File: config.mk
export PLATFORM = sky130hd
export DESIGN_NAME = vga_timing_gen
export DESIGN_NICKNAME = d
export VERILOG_FILES = /design/src/rtl/vga_timing_gen.sv
export SDC_FILE = /design/constraint.sdc
export NUM_CORES = 1
export LEC_CHECK = 0
export ABC_AREA = 0
export BUFFER_PORTS_ARGS = -buffer_cell sky130_fd_sc_hd__buf_2
export CAP_MARGIN = 20
export CORE_MARGIN = 4
export CORE_UTILIZATION = 58
export CTS_BUF_LIST = sky130_fd_sc_hd__clkbuf_16
export DETAILED_ROUTE_END_ITERATION = 8
export GPL_TIMING_DRIVEN = 0
export PLACE_DENSITY = 0.8
export SETUP_SLACK_MARGIN = 0.4
export SLEW_MARGIN = 30
export SYNTH_ARGS = -nofsm -noshare
export SYNTH_HDL_FRONTEND = slang
export SYNTH_SLANG_ARGS = --single-unit
File: constraint.sdc
create_clock -name clk -period 4 [get_ports clk]
set_input_delay 0.4 -clock clk [delete_from_list [all_inputs] [get_ports clk]]
set_output_delay 0.4 -clock clk [all_outputs]
set_load 0.01 [all_outputs]
File: src/rtl/vga_timing_gen.sv
// VGA timing generator with built-in test patterns.
// Free-running horizontal/vertical counters advance on the pixel enable.
// Every output is registered from the pre-increment counter values, so the
// outputs describe the pixel the counters pointed at one pix_en period earlier.
module vga_timing_gen #(
    parameter int H_VISIBLE = 800,
    parameter int H_FRONT   = 40,
    parameter int H_SYNC    = 128,
    parameter int H_BACK    = 88,
    parameter int V_VISIBLE = 600,
    parameter int V_FRONT   = 1,
    parameter int V_SYNC    = 4,
    parameter int V_BACK    = 23,
    parameter int H_POL     = 1,
    parameter int V_POL     = 1
) (
    input  logic        clk,
    input  logic        rst_n,
    input  logic        pix_en,
    input  logic [1:0]  pattern_sel,
    output logic        hsync,
    output logic        vsync,
    output logic        de,
    output logic [10:0] x,
    output logic [9:0]  y,
    output logic        frame_start,
    output logic [3:0]  red,
    output logic [3:0]  green,
    output logic [3:0]  blue
);

    localparam int H_TOTAL = H_VISIBLE + H_FRONT + H_SYNC + H_BACK;
    localparam int V_TOTAL = V_VISIBLE + V_FRONT + V_SYNC + V_BACK;

    // Thresholds are one bit wider than the counters so a sync pulse ending
    // exactly at the largest supported total still compares correctly.
    localparam logic [10:0] H_LAST     = 11'(H_TOTAL - 1);
    localparam logic [9:0]  V_LAST     = 10'(V_TOTAL - 1);
    localparam logic [11:0] H_VIS_END  = 12'(H_VISIBLE);
    localparam logic [11:0] H_SYNC_BEG = 12'(H_VISIBLE + H_FRONT);
    localparam logic [11:0] H_SYNC_END = 12'(H_VISIBLE + H_FRONT + H_SYNC);
    localparam logic [10:0] V_VIS_END  = 11'(V_VISIBLE);
    localparam logic [10:0] V_SYNC_BEG = 11'(V_VISIBLE + V_FRONT);
    localparam logic [10:0] V_SYNC_END = 11'(V_VISIBLE + V_FRONT + V_SYNC);
    localparam logic        H_ACT      = 1'(H_POL);
    localparam logic        V_ACT      = 1'(V_POL);

    logic [10:0] hc;
    logic [9:0]  vc;
    logic [3:0]  frame_cnt;
    logic [1:0]  pattern_reg;

    logic        h_wrap;
    logic        v_wrap;
    logic        at_origin;
    logic        visible;
    logic        h_active;
    logic        v_active;
    logic [1:0]  pattern_now;
    logic [3:0]  frame_now;
    logic [2:0]  bar_idx;
    logic [3:0]  red_next;
    logic [3:0]  green_next;
    logic [3:0]  blue_next;

    // Decode the current counter position into timing regions.
    always_comb begin
        h_wrap    = (hc == H_LAST);
        v_wrap    = (vc == V_LAST);
        at_origin = (hc == 11'd0) && (vc == 10'd0);
        visible   = ({1'b0, hc} < H_VIS_END) && ({1'b0, vc} < V_VIS_END);
        h_active  = ({1'b0, hc} >= H_SYNC_BEG) && ({1'b0, hc} < H_SYNC_END);
        v_active  = ({1'b0, vc} >= V_SYNC_BEG) && ({1'b0, vc} < V_SYNC_END);
        // The origin pixel already belongs to the new frame, so it sees the
        // freshly sampled pattern and the incremented frame count.
        pattern_now = at_origin ? pattern_sel : pattern_reg;
        frame_now   = at_origin ? frame_cnt + 4'd1 : frame_cnt;
        bar_idx     = 3'((32'(hc) << 3) / 32'(H_VISIBLE));
    end

    // Test pattern colour for the current position; black during blanking.
    always_comb begin
        red_next   = 4'h0;
        green_next = 4'h0;
        blue_next  = 4'h0;
        if (visible) begin
            case (pattern_now)
                2'd0: begin
                    red_next   = 4'h7;
                    green_next = 4'h1;
                    blue_next  = 4'hE;
                end
                2'd1: begin
                    red_next   = bar_idx[2] ? 4'hF : 4'h0;
                    green_next = bar_idx[1] ? 4'hF : 4'h0;
                    blue_next  = bar_idx[0] ? 4'hF : 4'h0;
                end
                2'd2: begin
                    red_next   = (hc[5] ^ vc[5]) ? 4'hF : 4'h0;
                    green_next = (hc[5] ^ vc[5]) ? 4'hF : 4'h0;
                    blue_next  = (hc[5] ^ vc[5]) ? 4'hF : 4'h0;
                end
                default: begin
                    red_next   = hc[7:4];
                    green_next = vc[7:4];
                    blue_next  = frame_now;
                end
            endcase
        end
    end

    // Horizontal and vertical position counters.
    always_ff @(posedge clk or negedge rst_n) begin
        if (!rst_n) begin
            hc <= 11'd0;
            vc <= 10'd0;
        end else if (pix_en) begin
            hc <= h_wrap ? 11'd0 : hc + 11'd1;
            if (h_wrap) begin
                vc <= v_wrap ? 10'd0 : vc + 10'd1;
            end
        end
    end

    // Per-frame state: pattern selection and frame counter update at frame start.
    always_ff @(posedge clk or negedge rst_n) begin
        if (!rst_n) begin
            frame_cnt   <= 4'd0;
            pattern_reg <= 2'd0;
        end else if (pix_en && at_origin) begin
            frame_cnt   <= frame_cnt + 4'd1;
            pattern_reg <= pattern_sel;
        end
    end

    // Registered video outputs; frame_start is a single-clock strobe.
    always_ff @(posedge clk or negedge rst_n) begin
        if (!rst_n) begin
            hsync       <= ~H_ACT;
            vsync       <= ~V_ACT;
            de          <= 1'b0;
            x           <= 11'd0;
            y           <= 10'd0;
            frame_start <= 1'b0;
            red         <= 4'h0;
            green       <= 4'h0;
            blue        <= 4'h0;
        end else begin
            frame_start <= pix_en && at_origin;
            if (pix_en) begin
                hsync <= h_active ? H_ACT : ~H_ACT;
                vsync <= v_active ? V_ACT : ~V_ACT;
                de    <= visible;
                x     <= visible ? hc : 11'd0;
                y     <= visible ? vc : 10'd0;
                red   <= red_next;
                green <= green_next;
                blue  <= blue_next;
            end
        end
    end

endmodule

Yosys cells after proc, flatten, opt, wreduce, memory -nomap -nowiden
Index checks and enable logic that the tools add are counted.

Memories kept: 0. Output and inout port bits: 37. Flip-flop bits (word level): 64. Word-level logic and storage cells: 55. Bits in latches: 0. Input port bits: 5. RAM bits: 0. ROM bits: 0.

Bitwise operators: 1. Reduce and logical (&&, ||, !) cells: 9. Multipliers: 0. Shifts and indexed selects: 0. Div/mod/pow operators: 1. Multiplexer cells: 18. Magnitude comparators: 6. Equal/unequal tests: 4. Add/sub/neg operators: 3.

Operators with widths (count): 4-bit case mux with 3 select lines (3); 14-bit by 10-bit divider with 32-bit output, second input constant (1); 4-bit 2-to-1 mux (8); 11-bit by 10-bit less-than comparator with 1-bit output, second input constant (2); 11-bit 2-to-1 mux (2); 10-bit less-than comparator, second input constant (2); 10-bit 2-to-1 mux (2); 11-bit by 1-bit adder with 11-bit output, second input constant (1); 11-bit == test, second input constant (1); 11-bit by 10-bit greater-or-equal comparator with 1-bit output, second input constant (1); 11-bit logical NOT (1); 10-bit by 1-bit adder with 10-bit output, second input constant (1); 10-bit == test, second input constant (1); 10-bit greater-or-equal comparator, second input constant (1); 10-bit logical NOT (1); 1-bit logical AND (5); 4-bit by 1-bit adder with 4-bit output, second input constant (1); 2-bit by 1-bit == test with 1-bit output, second input constant (1); 2-bit == test, second input constant (1); 2-bit logical NOT (1); 1-bit 2-to-1 mux (2); 2-bit 2-to-1 mux (1); 2-bit AND reduction (1); 1-bit bitwise XOR (1).

Depth between registers and ports, before layout
Gate-level depths: netlist (run 1).

Word-level depth: 6. Depth in mapped cells: 14. Gate-level depth less buffers: 13.

Worst setup path after synthesis (run 1)
OpenSTA, ideal clock, no wires.

Kind: register -> register. Start point: register hc[7]. End point: register blue[0]. Period minus slack after synthesis: 3.313 ns. Cell stages (with the launch flop): 14. Library setup time: 0.127 ns. Arrival: 3.186 ns. Buffers on the path: 0. Required time: 3.873 ns. Setup slack: 0.687 ns. Path through: dfrtp_1 > nor3_2 > nor2_1 > ha_1 > nand3b_1 > a221oi_1 > a2bb2oi_1 > nor3_1 > a221oi_1 > o41ai_4 > nor3b_1 > a311o_1 > a211oi_2 > o21ai_1.

Longest elaborated chain between the ends: 6. Elaborated cells on any way between the ends: 13. Those cells by class: div: 1; order compare: 1; eq/ne: 2; mux: 5; reduce/logical: 4.

RTL lines: start: declaration (line 48) `logic [10:0] hc;`; start signal: assignment (line 118) `hc <= h_wrap ? 11'd0 : hc + 11'd1;`; parallel branches: the longest is 5 deep, another holds 14-bit by 10-bit divider with 32-bit output; 4-bit 2-to-1 mux * (line 86) `if (visible) begin`; end signal: assignment (line 158) `blue <= blue_next;`; end: declaration (line 29) `output logic [3:0] blue`.

Mark *: on every way between the ends. A chain may end at the register's enable or synchronous reset.

Worst setup path after layout (run 1)
Start point: register hc[7]. End point: register blue[2].

Same word-level chain as after synthesis.

==> results of run 1 <==
## metrics by stage
step                      power, mW  setup slack [ns]  instances  area (um2)  hold WS, ns
after floorplan                1.12             0.687        362        3630        0.104
after global routing           2.11             0.250        504        4350        0.236
after global placement         1.26             0.365        478        3930        0.462
final                          2.02             0.424        504        4350        0.163
after CTS                      1.96             0.434        494        4230        0.190
after detailed placement       1.27             0.177        478        3940        0.471
## power groups by stage
stage | clock network, mW | logic, mW | registers [mW]
CTS | 0.677 | 0.519 | 0.765
global route | 0.709 | 0.625 | 0.774
floorplan | 0 | 0.336 | 0.786
finish | 0.677 | 0.577 | 0.768
global placement | 0 | 0.483 | 0.772
detailed placement | 0 | 0.499 | 0.774
## area by class of cell
cell class,instances,area (um2)
fill,418,1650
buffer,21,95.1
sequential,64,1600
timing repair buffer,52,290
clock inverter,6,28.8
inverter,11,41.3
tap,75,93.8
multi-input combinational,266,1970
clock buffer,9,225
## cell usage in the layout, fill, tap and decap left out, drive strengths merged, types with 3 or more instances in the layout
cell	count
a211oi	3
nand2	29
nor4	5
clkbuf	24
nor2b	4
a21boi	3
o31ai	3
a21oi	13
or3	4
nand4	11
clkinv	4
xor2	13
xnor2	14
mux2	6
o2bb2ai	9
nor3	7
nand3b	3
a31oi	4
nor2	31
ha	8
dfrtp	64
mux2i	5
and3	3
inv	12
o21ai	17
a32oi	3
buf	58
nand3	10
a22o	20
## metal layers
metal / up-vias / GRT usage / routed length [um]
li1: 1472 / - / -
met1: 1625 / 0.342 / 4000
met2: 136 / 0.411 / 4510
met3: 16 / 0.0426 / 634
met4: 0 / 0.0921 / 136
met5: - / 0 / 0
## cells in the mapped netlist, types with 8 or more instances
master     number
dfrtp_1        64
nor2_1         30
nand2_1        29
a22o_1         20
clkbuf_1       15
xnor2_1        13
xor2_1         13
a21oi_1        12
o21ai_0        12
nand4_1        11
nand3_1        10
inv_1           9
o2bb2ai_1       9
ha_1            8
## how the worst max path moves through the flow
stage / from / slack [ns] / to / cells past startpoint
3_5_place_dp: hc[7] / 0.18 / green[1] / 13
4_1_cts: hc[7] / 0.43 / blue[3] / 13
2_1_floorplan: hc[7] / 0.69 / blue[0] / 13
6_report: hc[7] / 0.42 / blue[2] / 13
3_3_place_gp: hc[7] / 0.37 / blue[0] / 13
5_1_grt: hc[7] / 0.25 / blue[0] / 13
## logic make-up (layout without fill, tap and decap cells)
family | after synthesis | after routing | synth area share
muxes | 11 | 11 | 0.0334
buffers and inverters | 32 | 99 | 0.0376
and+or+nand+nor | 120 | 120 | 0.174
xor gates and xnor gates | 27 | 27 | 0.0703
adders and majority gates | 9 | 9 | 0.0303
DFF | 64 | 64 | 0.441
AOI/OAI and AO/OA | 99 | 99 | 0.213
## repair_timing
action | in CTS | in global routing
hold endpoints to repair | 0 | 0
pin swaps | 2 | 12
setup endpoints to repair | 7 | 8
gates resized for setup | 5 | 8
buffers inserted | 1 | 10
==> results.md, run 1 <==
- Status: completed
- Area contributors post-synth: dfrtp_1 44%, a22o_1 4.8%, xnor2_1 3.1%, xor2_1 3.1%, nor2_1 3.1%
- Critical Path AT: roughly 3.8 ns
- H-tree lvl count: 3
- Worst R2R End: blue[2]
- TritonCTS clock tree: done
- CP required: between 4 and 5 ns
- Critical Path Start Type: register
- Root buf cell: clkbuf_16
- Fin crit share: 0.894
- Sw Share: 0.333
- Ant diodes: 0
- Post-Syn Area: ~3600 um2
- Reg power frac: 0.380
- GRT Util Overall: 0.253
- Drt drc: 0
- Synthesized Nets: 375
- Detailed placer's ending HPWL: between 6 and 7 mm
- Antenna Nets Post-Route: 0
- DRT iter0 DRCs: about 250
- LEAKAGE: between 1.5 and 2 nW
- Top FF cell, synth: dfrtp_1
- TritonCTS Buffers: 9
- Top Family by Delay on Critical Path: compound AO/OA/AOI/OAI gates
- Post-synth EDFFs: 0
- Largest registers: hc x11, x x11
- Bufs on Longest Clock Path: 2
- RSZ-0062 raised after global routing: yes
- Logic gate share of total power: 0.285
- Cell chain of the critical path: nor3_4 -> nor2_1 -> ha_1 -> nand3b_1 -> o21ai_4 -> a2111o_1 -> xnor2_4 -> o41a_1 -> o211ai_4 -> o21ai_1 -> a311o_1 -> a21oi_2 -> o21ai_1
- Synth unique cells: between 70 and 80
- Yosys top cell by area: dfrtp_1
- Seq cells post-synth: between 60 and 70
- Standard-cell rows: 28
- Fin crit period: roughly 3.6 ns
- Grt total ovfl: 0
- Vias in the first global route: roughly 3100
- Buffers on Ports: ~40
- Initial antenna violation count: 0
- Hold_buf cts: 0
- Largest net degree at the start of global routing: 65
- Layout cells sized above 1: 0.233
- Vias: between 3000 and 4000
- Mapped Cells: around 360
- Yosys warns: 0
- Die height: slightly below 90 um
- Nets@finish: 438
- Post-route setup TNS: 0 ns
- Headroom to the max-slew limit: 0.403
- Slowest CP cell: a2111o_1
- Avg Cell Area, Syn: ~10 um2
- Sink Count: between 60 and 70
- Io pins: 42
- Hold Crit Class: primary input to async pin
- Wire per inst: 18.4 um
- Drt total wl: 9.28 mm
- Max-cap violations: 0
- # setup viols final: 0
- Area grow syn2layout: 19.8%
- Final max-slew violation count: 0
- Die Wd: between 80 and 90 um
- Sequential fraction of the synthesis area: 0.441
- Final hold violations: 0
- Tightest Pin Transition: roughly 0.9 ns
- Top cell type's share of synthesized area: 0.441
- Worst Reg-to-Reg Cells: 13
- Pre-antenna DRT Iters: 4
- Sw Pwr: between 0.6 and 0.7 mW
- Ys async rst share: 1.00
- Worst Path Max Fanout: 6
- Final Skew: approximately 0.0064 ns
- CP Capture Type: register
- Int Pwr: around 1.3 mW
- CP Class: register to register
- CTS clk-pin slew, worst paths: roughly 0.05 ns
- R2r setup slk: between 0.4 and 0.5 ns
- Worst path bufs/invs: 0
- Cell Pwr Density: about 470 nW/um2
- First-pass GRT wire length: between 15 and 20 mm
- Most used cell, CP: o21ai_1
- Final Core Density: 0.725
- Starting Density: 0.606
- F_max: 280 MHz
- Worst vdd ir: ~0.37 mV
- Clock Latency Late Sink: about 0.32 ns
- Vias per std cell: 6.45
- Clock power frac: 0.335
- GPL Wtd Cong: approximately 0.89
- CP peak stage delay: around 0.54 ns
- R2r startpoint: hc[7]
- Die area: around 7600 um2
- Core area: ~6000 um2
No activity file was read; power rests on OpenSTA's default activity.
==> run 2, diff against run 1 <==
--- a/config.mk
+++ b/config.mk
@@ -12,8 +12,9 @@
 export CORE_UTILIZATION = 58
 export CTS_BUF_LIST = sky130_fd_sc_hd__clkbuf_16
 export DETAILED_ROUTE_END_ITERATION = 8
+export GPL_ROUTABILITY_DRIVEN = 0
 export GPL_TIMING_DRIVEN = 0
-export PLACE_DENSITY = 0.8
+export PLACE_DENSITY_LB_ADDON = 0.3
 export SETUP_SLACK_MARGIN = 0.4
 export SLEW_MARGIN = 30
 export SYNTH_ARGS = -nofsm -noshare
==> run 2 against run 1 <==
Setup slack better by 0.052 ns. Critical path depth did not move. Clock power increased by 25%. Power up 7.7%.
==> results.md, run 2 (synthesized netlist as in run 1, its figures left out) <==
- Non-Filler Instances: roughly 500
- Clock power frac: 0.389
- Ant diodes: 0
- Io pins: 42
- Fin crit period: 3.52 ns
- Critical Path Start Type: register
- Clock Latency Late Sink: between 0.3 and 0.4 ns
- Bufs on Longest Clock Path: 2
- Final Skew: around 0.0076 ns
- Most frequent cells in the layout: 62 x dfrtp_1, 41 x buf_2, 29 x nor2_1, 29 x nand2_1, 20 x a22o_1
- CTS clk-pin slew, worst paths: 0.06 ns
- Detailed placer's ending HPWL: just over 6 mm
- Critical Path AT: 3.74 ns
- Final max-slew violation count: 0
- Vias: about 3200
- Int Pwr: about 1.5 mW
- Logic gate share of total power: 0.258
- Antenna Nets Post-Route: 0
- CP required: between 4 and 5 ns
- Drt total wl: roughly 9.4 mm
- Reg power frac: 0.352
- Initial antenna violation count: 0
- Die Wd: ~87 um
- Drt drc: 0
- Vias in the first global route: just over 3000
- LEAKAGE: slightly below 2 nW
- Core area: between 5000 and 6000 um2
- Hold Crit Class: primary input to async pin
- Worst Path Max Fanout: 6
- Sink Count: 64
- Placed Cells: ~480
- Headroom to the max-slew limit: 0.427
- F_max: roughly 280 MHz
- Largest registers: hc x11, x x11
- Vias per std cell: around 6.5
- Hold_buf cts: 0
- Cell Pwr Density: around 500 nW/um2
- DRT iter0 DRCs: 200
- H-tree lvl count: 3
- Starting Density: 0.606
- Final hold violations: 0
- TritonCTS Buffers: 9
- Layout cells sized above 1: 0.227
- Worst Reg-to-Reg Cells: 13
- # setup viols final: 0
- Max-cap violations: 0
- Sw Share: 0.323
- GRT Util Overall: 0.257
- Fin crit share: 0.881
- TritonCTS clock tree: done
- Filler cells: about 420
- Post-route setup TNS: 0 ns
- Worst vdd ir: between 0.4 and 0.5 mV
- Buffers on Ports: slightly above 40
- Leading cell type in the layout, fill and taps excluded: dfrtp_1
- Sw Pwr: between 0.7 and 0.8 mW
- Status: completed
- Root buf cell: clkbuf_16
- Grt total ovfl: 0
- Die height: slightly below 90 um
- Pre-antenna DRT Iters: 5
- Nets@finish: around 430
- CP Class: register to register
- Tightest Pin Transition: 0.853 ns
- Standard-cell rows: 28
- RSZ-0062 raised after global routing: yes
- Largest net degree at the start of global routing: 65
- CP Capture Type: register
- First-pass GRT wire length: about 15 mm
- Area grow syn2layout: 20.2%
- Die area: about 7600 um2
- Wire per inst: about 19 um
[run 2: power groups by stage]
stage | Combinational [mW] | Clock [mW] | Sequential, mW
finish | 0.562 | 0.848 | 0.767
global route | 0.609 | 0.888 | 0.774
CTS | 0.528 | 0.850 | 0.765
detailed placement | 0.501 | 0 | 0.774
global placement | 0.483 | 0 | 0.772
floorplan | 0.336 | 0 | 0.786
[run 2: path summary, 6_finish.rpt]
check,startpoint,endpoint,slack (ns)
max in group asynchronous,rst_n,hc[7],3.26
min in group clk,pattern_sel[1],pattern_reg[1],0.32
min,rst_n,frame_cnt[1],0.14
min reg2reg,red[1],red[1],0.48
max reg2reg,hc[7],blue[2],0.48
max,hc[7],blue[2],0.48
[run 2: worst max-delay path: stages, from the launching register on]
cell and delay (ns):
dfrtp_2 0.44, nor3_4 0.24, nor2_1 0.08, ha_1 0.26, nand3b_1 0.17, o21ai_2 0.11, a2111o_1 0.55, xnor2_4 0.20
o41a_1 0.38, o211ai_4 0.14, o21ai_1 0.10, a311o_1 0.41, a21oi_2 0.22, o21ai_1 0.10
[run 2: routing by layer]
metal	up-vias	GRT usage	part of all wire
met5	-	0	0
li1	1472	-	-
met1	1576	0.348	0.43
met4	0	0.114	0.029
met2	168	0.402	0.47
met3	26	0.0482	0.072
[run 2: what timing repair did]
action	CTS	global route
setup endpoints to repair	7	7
setup buffers	0	3
resized for setup	5	9
gates cloned	1	0
hold endpoints to repair	0	0
pin swaps	4	7
[run 2: per-stage QoR]
step | utilization | instance area (um2) | hold slack [ns] | power, mW | setup WS, ns
after floorplan | - | 3630 | 0.104 | 1.12 | 0.687
after detailed placement | 0.658 | 3940 | 0.472 | 1.27 | 0.283
after CTS | 0.720 | 4310 | 0.181 | 2.14 | 0.409
after global routing | 0.728 | 4360 | 0.217 | 2.27 | 0.324
final | 0.728 | 4360 | 0.138 | 2.18 | 0.476
after global placement | 0.656 | 3930 | 0.462 | 1.26 | 0.374
[run 2: final cells by class]
| cell class | instances | area (um2) | area share |
|---|---|---|---|
| Sequential cell | 64 | 1600 | 0.368 |
| Multi-Input combinational cell | 267 | 1980 | 0.453 |
| Timing Repair Buffer | 44 | 230 | 0.0528 |
| Inverter | 11 | 41.3 | 0.00947 |
| Tap cell | 75 | 93.8 | 0.0215 |
| Clock inverter | 7 | 95.1 | 0.0218 |
| Buffer | 21 | 95.1 | 0.0218 |
| Clock buffer | 9 | 225 | 0.0516 |
==> run 3, diff against run 2 <==
--- a/config.mk
+++ b/config.mk
@@ -9,7 +9,7 @@
 export BUFFER_PORTS_ARGS = -buffer_cell sky130_fd_sc_hd__buf_2
 export CAP_MARGIN = 20
 export CORE_MARGIN = 4
-export CORE_UTILIZATION = 58
+export CORE_UTILIZATION = 25
 export CTS_BUF_LIST = sky130_fd_sc_hd__clkbuf_16
 export DETAILED_ROUTE_END_ITERATION = 8
 export GPL_ROUTABILITY_DRIVEN = 0
@@ -20,3 +20,4 @@
 export SYNTH_ARGS = -nofsm -noshare
 export SYNTH_HDL_FRONTEND = slang
 export SYNTH_SLANG_ARGS = --single-unit
+export TNS_END_PERCENT = 20
==> run 3 against run 2 <==
Combinational power is essentially flat. Largest cell class unchanged. Final area up 3.4%. Register-to-register slack is essentially flat. Sequential share of layout area down 1.2 points. Clock-buffer cell count unchanged. Setup slack worse by 0.011 ns. Non-clock buffer count is 1 higher. Sequential cell count did not move. Worst hold slack got worse by 0.14 ns. Utilization shrank 41 points. Sequential power is essentially flat.
==> results.md, run 3 (synthesized netlist as in run 1, its figures left out) <==
- Cell Pwr Density: about 470 nW/um2
- Fin crit share: 0.884
- Most frequent cells in the layout: 61 x dfrtp_1, 41 x buf_2, 29 x nand2_1
- Hold Crit Class: primary input to async pin
- Buffers on Ports: approximately 40
- LEAKAGE: between 1.5 and 2 nW
- Drt total wl: approximately 10 mm
- CP required: about 4.2 ns
- CP Class: register to register
- Final hold violations: 0
- Drt drc: 0
- Grt total ovfl: 0
- Detailed placer's ending HPWL: 7.09 mm
- First-pass GRT wire length: approximately 17 mm
- Critical Path AT: roughly 3.8 ns
- Vias: around 3100
- Standard-cell rows: 43
- DRT iter0 DRCs: 189
- Worst Path Max Fanout: 4
- Largest net degree at the start of global routing: 35
- TritonCTS clock tree: done
- Status: completed
- Post-route setup TNS: 0 ns
- CTS clk-pin slew, worst paths: approximately 0.06 ns
- Max-cap violations: 0
- Nets@finish: approximately 430
- Wire per inst: 16.6 um
- Final max-slew violation count: 0
- GRT Util Overall: 0.125
- Initial antenna violation count: 0
- R2r startpoint: hc[7]
- Root buf cell: clkbuf_16
- Ant diodes: 0
- Finished Cell Area: roughly 4500 um2
- Io pins: 42
- Die Wd: around 130 um
- Critical Path Start Type: register
- Area post-placement: ~4100 um2
- Setup Slack @ Placement: approximately 0.22 ns
- Worst vdd ir: roughly 0.22 mV
- Worst R2R End: blue[2]
- Fin crit period: approximately 3.5 ns
- Antenna Nets Post-Route: 0
- RSZ-0062 raised after global routing: yes
- Slowest CP cell: dfrtp_2
- Area grow syn2layout: 24.3%
- Hold_buf cts: 0
- Leading cell type in the layout, fill and taps excluded: dfrtp_1
- CP peak stage delay: 0.42 ns
- Pre-antenna DRT Iters: 5
- F_max: ~280 MHz
- Worst setup margin: about 0.47 ns
- Vias in the first global route: about 3200
- Bufs on Longest Clock Path: 2
- Vias per std cell: around 5.2
- Die height: 128 um
- TritonCTS Buffers: 9
- Cell chain of the critical path: nor3_4 -> nor2_1 -> ha_1 -> nand3b_1 -> a221oi_2 -> a2bb2oi_2 -> nor3_2 -> a221oi_2 -> buf_4 -> o41ai_4 -> buf_4 -> nor3b_1 -> a311o_1 -> a21oi_2 -> o21ai_1
- Die area: 16500 um2
- Final Skew: 0.0101 ns
- CP Capture Type: register
- Core area: 14000 um2
- Worst Reg-to-Reg Cells: 15
- # setup viols final: 0
- Starting Density: 0.258
- Headroom to the max-slew limit: 0.396
- Sink Count: 64
- Largest registers: hc x11, x x11
- Layout cells sized above 1: 0.238
- R2r setup slk: about 0.47 ns
- H-tree lvl count: 3
- Clock Latency Late Sink: 0.34 ns
- PnR Total Power: 2.12 mW
- Tightest Pin Transition: 0.898 ns
- Hold slack: around 0.003 ns
[run 3: cell count changes in the layout (fill, tap and decap cells not counted), sizes merged]
cell,delta
bufinv,-1
inv,+1
clkinvlp,+2
clkinv,-2
buf,+1
[run 3: critical path, delay by kind of cell (launching register included)]
kind / cells / cell delay, ns
buffers and inverters: 2 / 0.34
and+or+nand+nor: 5 / 0.77
AOI/OAI and AO/OA: 7 / 1.60
DFF: 1 / 0.42
adders and majority gates: 1 / 0.26
[run 3: area by class of cell]
| type | count | area [um2] |
|---|---|---|
| clock inverters | 7 | 70.1 |
| flip-flops and latches | 64 | 1610 |
| clock buffers | 9 | 225 |
| well taps | 180 | 225 |
| multi-input cells | 267 | 2000 |
| repair buffers | 45 | 250 |
| fillers | 1449 | 9530 |
| inverters | 11 | 41.3 |
| plain buffers | 21 | 95.1 |
[run 3: where the power goes]
group          internal [mW]  switching [mW]
combinational          0.210           0.355
sequential             0.718          0.0518
clock                  0.482           0.303
total                   1.41           0.710
[run 3: repair_timing]
item / CTS / global route
pin swaps: 3 / 8
resized for setup: 5 / 13
buffers inserted: 2 / 1
cloned: 1 / 0
setup endpoints to repair: 8 / 8
[run 3: metrics by stage]
step,std cells,util
final,604,0.321
after global routing,604,0.321
after CTS,603,0.317
after detailed placement,584,0.292
after global placement,583,0.289
after floorplan,362,-
[run 3: worst max-delay path by stage]
| stage | slack [ns] | cells past startpoint | end | start |
|---|---|---|---|---|
| floorplan | 0.69 | 13 | blue[0] | hc[7] |
| CTS | 0.42 | 15 | blue[3] | hc[7] |
| global route | 0.27 | 13 | blue[3] | hc[6] |
| finish | 0.47 | 15 | blue[2] | hc[7] |
| detailed placement | 0.22 | 13 | blue[3] | hc[7] |
| global placement | 0.33 | 13 | blue[2] | hc[7] |
[run 3: metal layers]
layer  part of all wire  vias up  routed length (um)  global-route usage
li1                   -     1469                   -                   -
met1               0.49     1573                4920               0.180
met2               0.44       83                4450               0.182
met3              0.049       14                 490              0.0340
met4              0.015        0                 154              0.0424
met5                  0        -                   0                   0
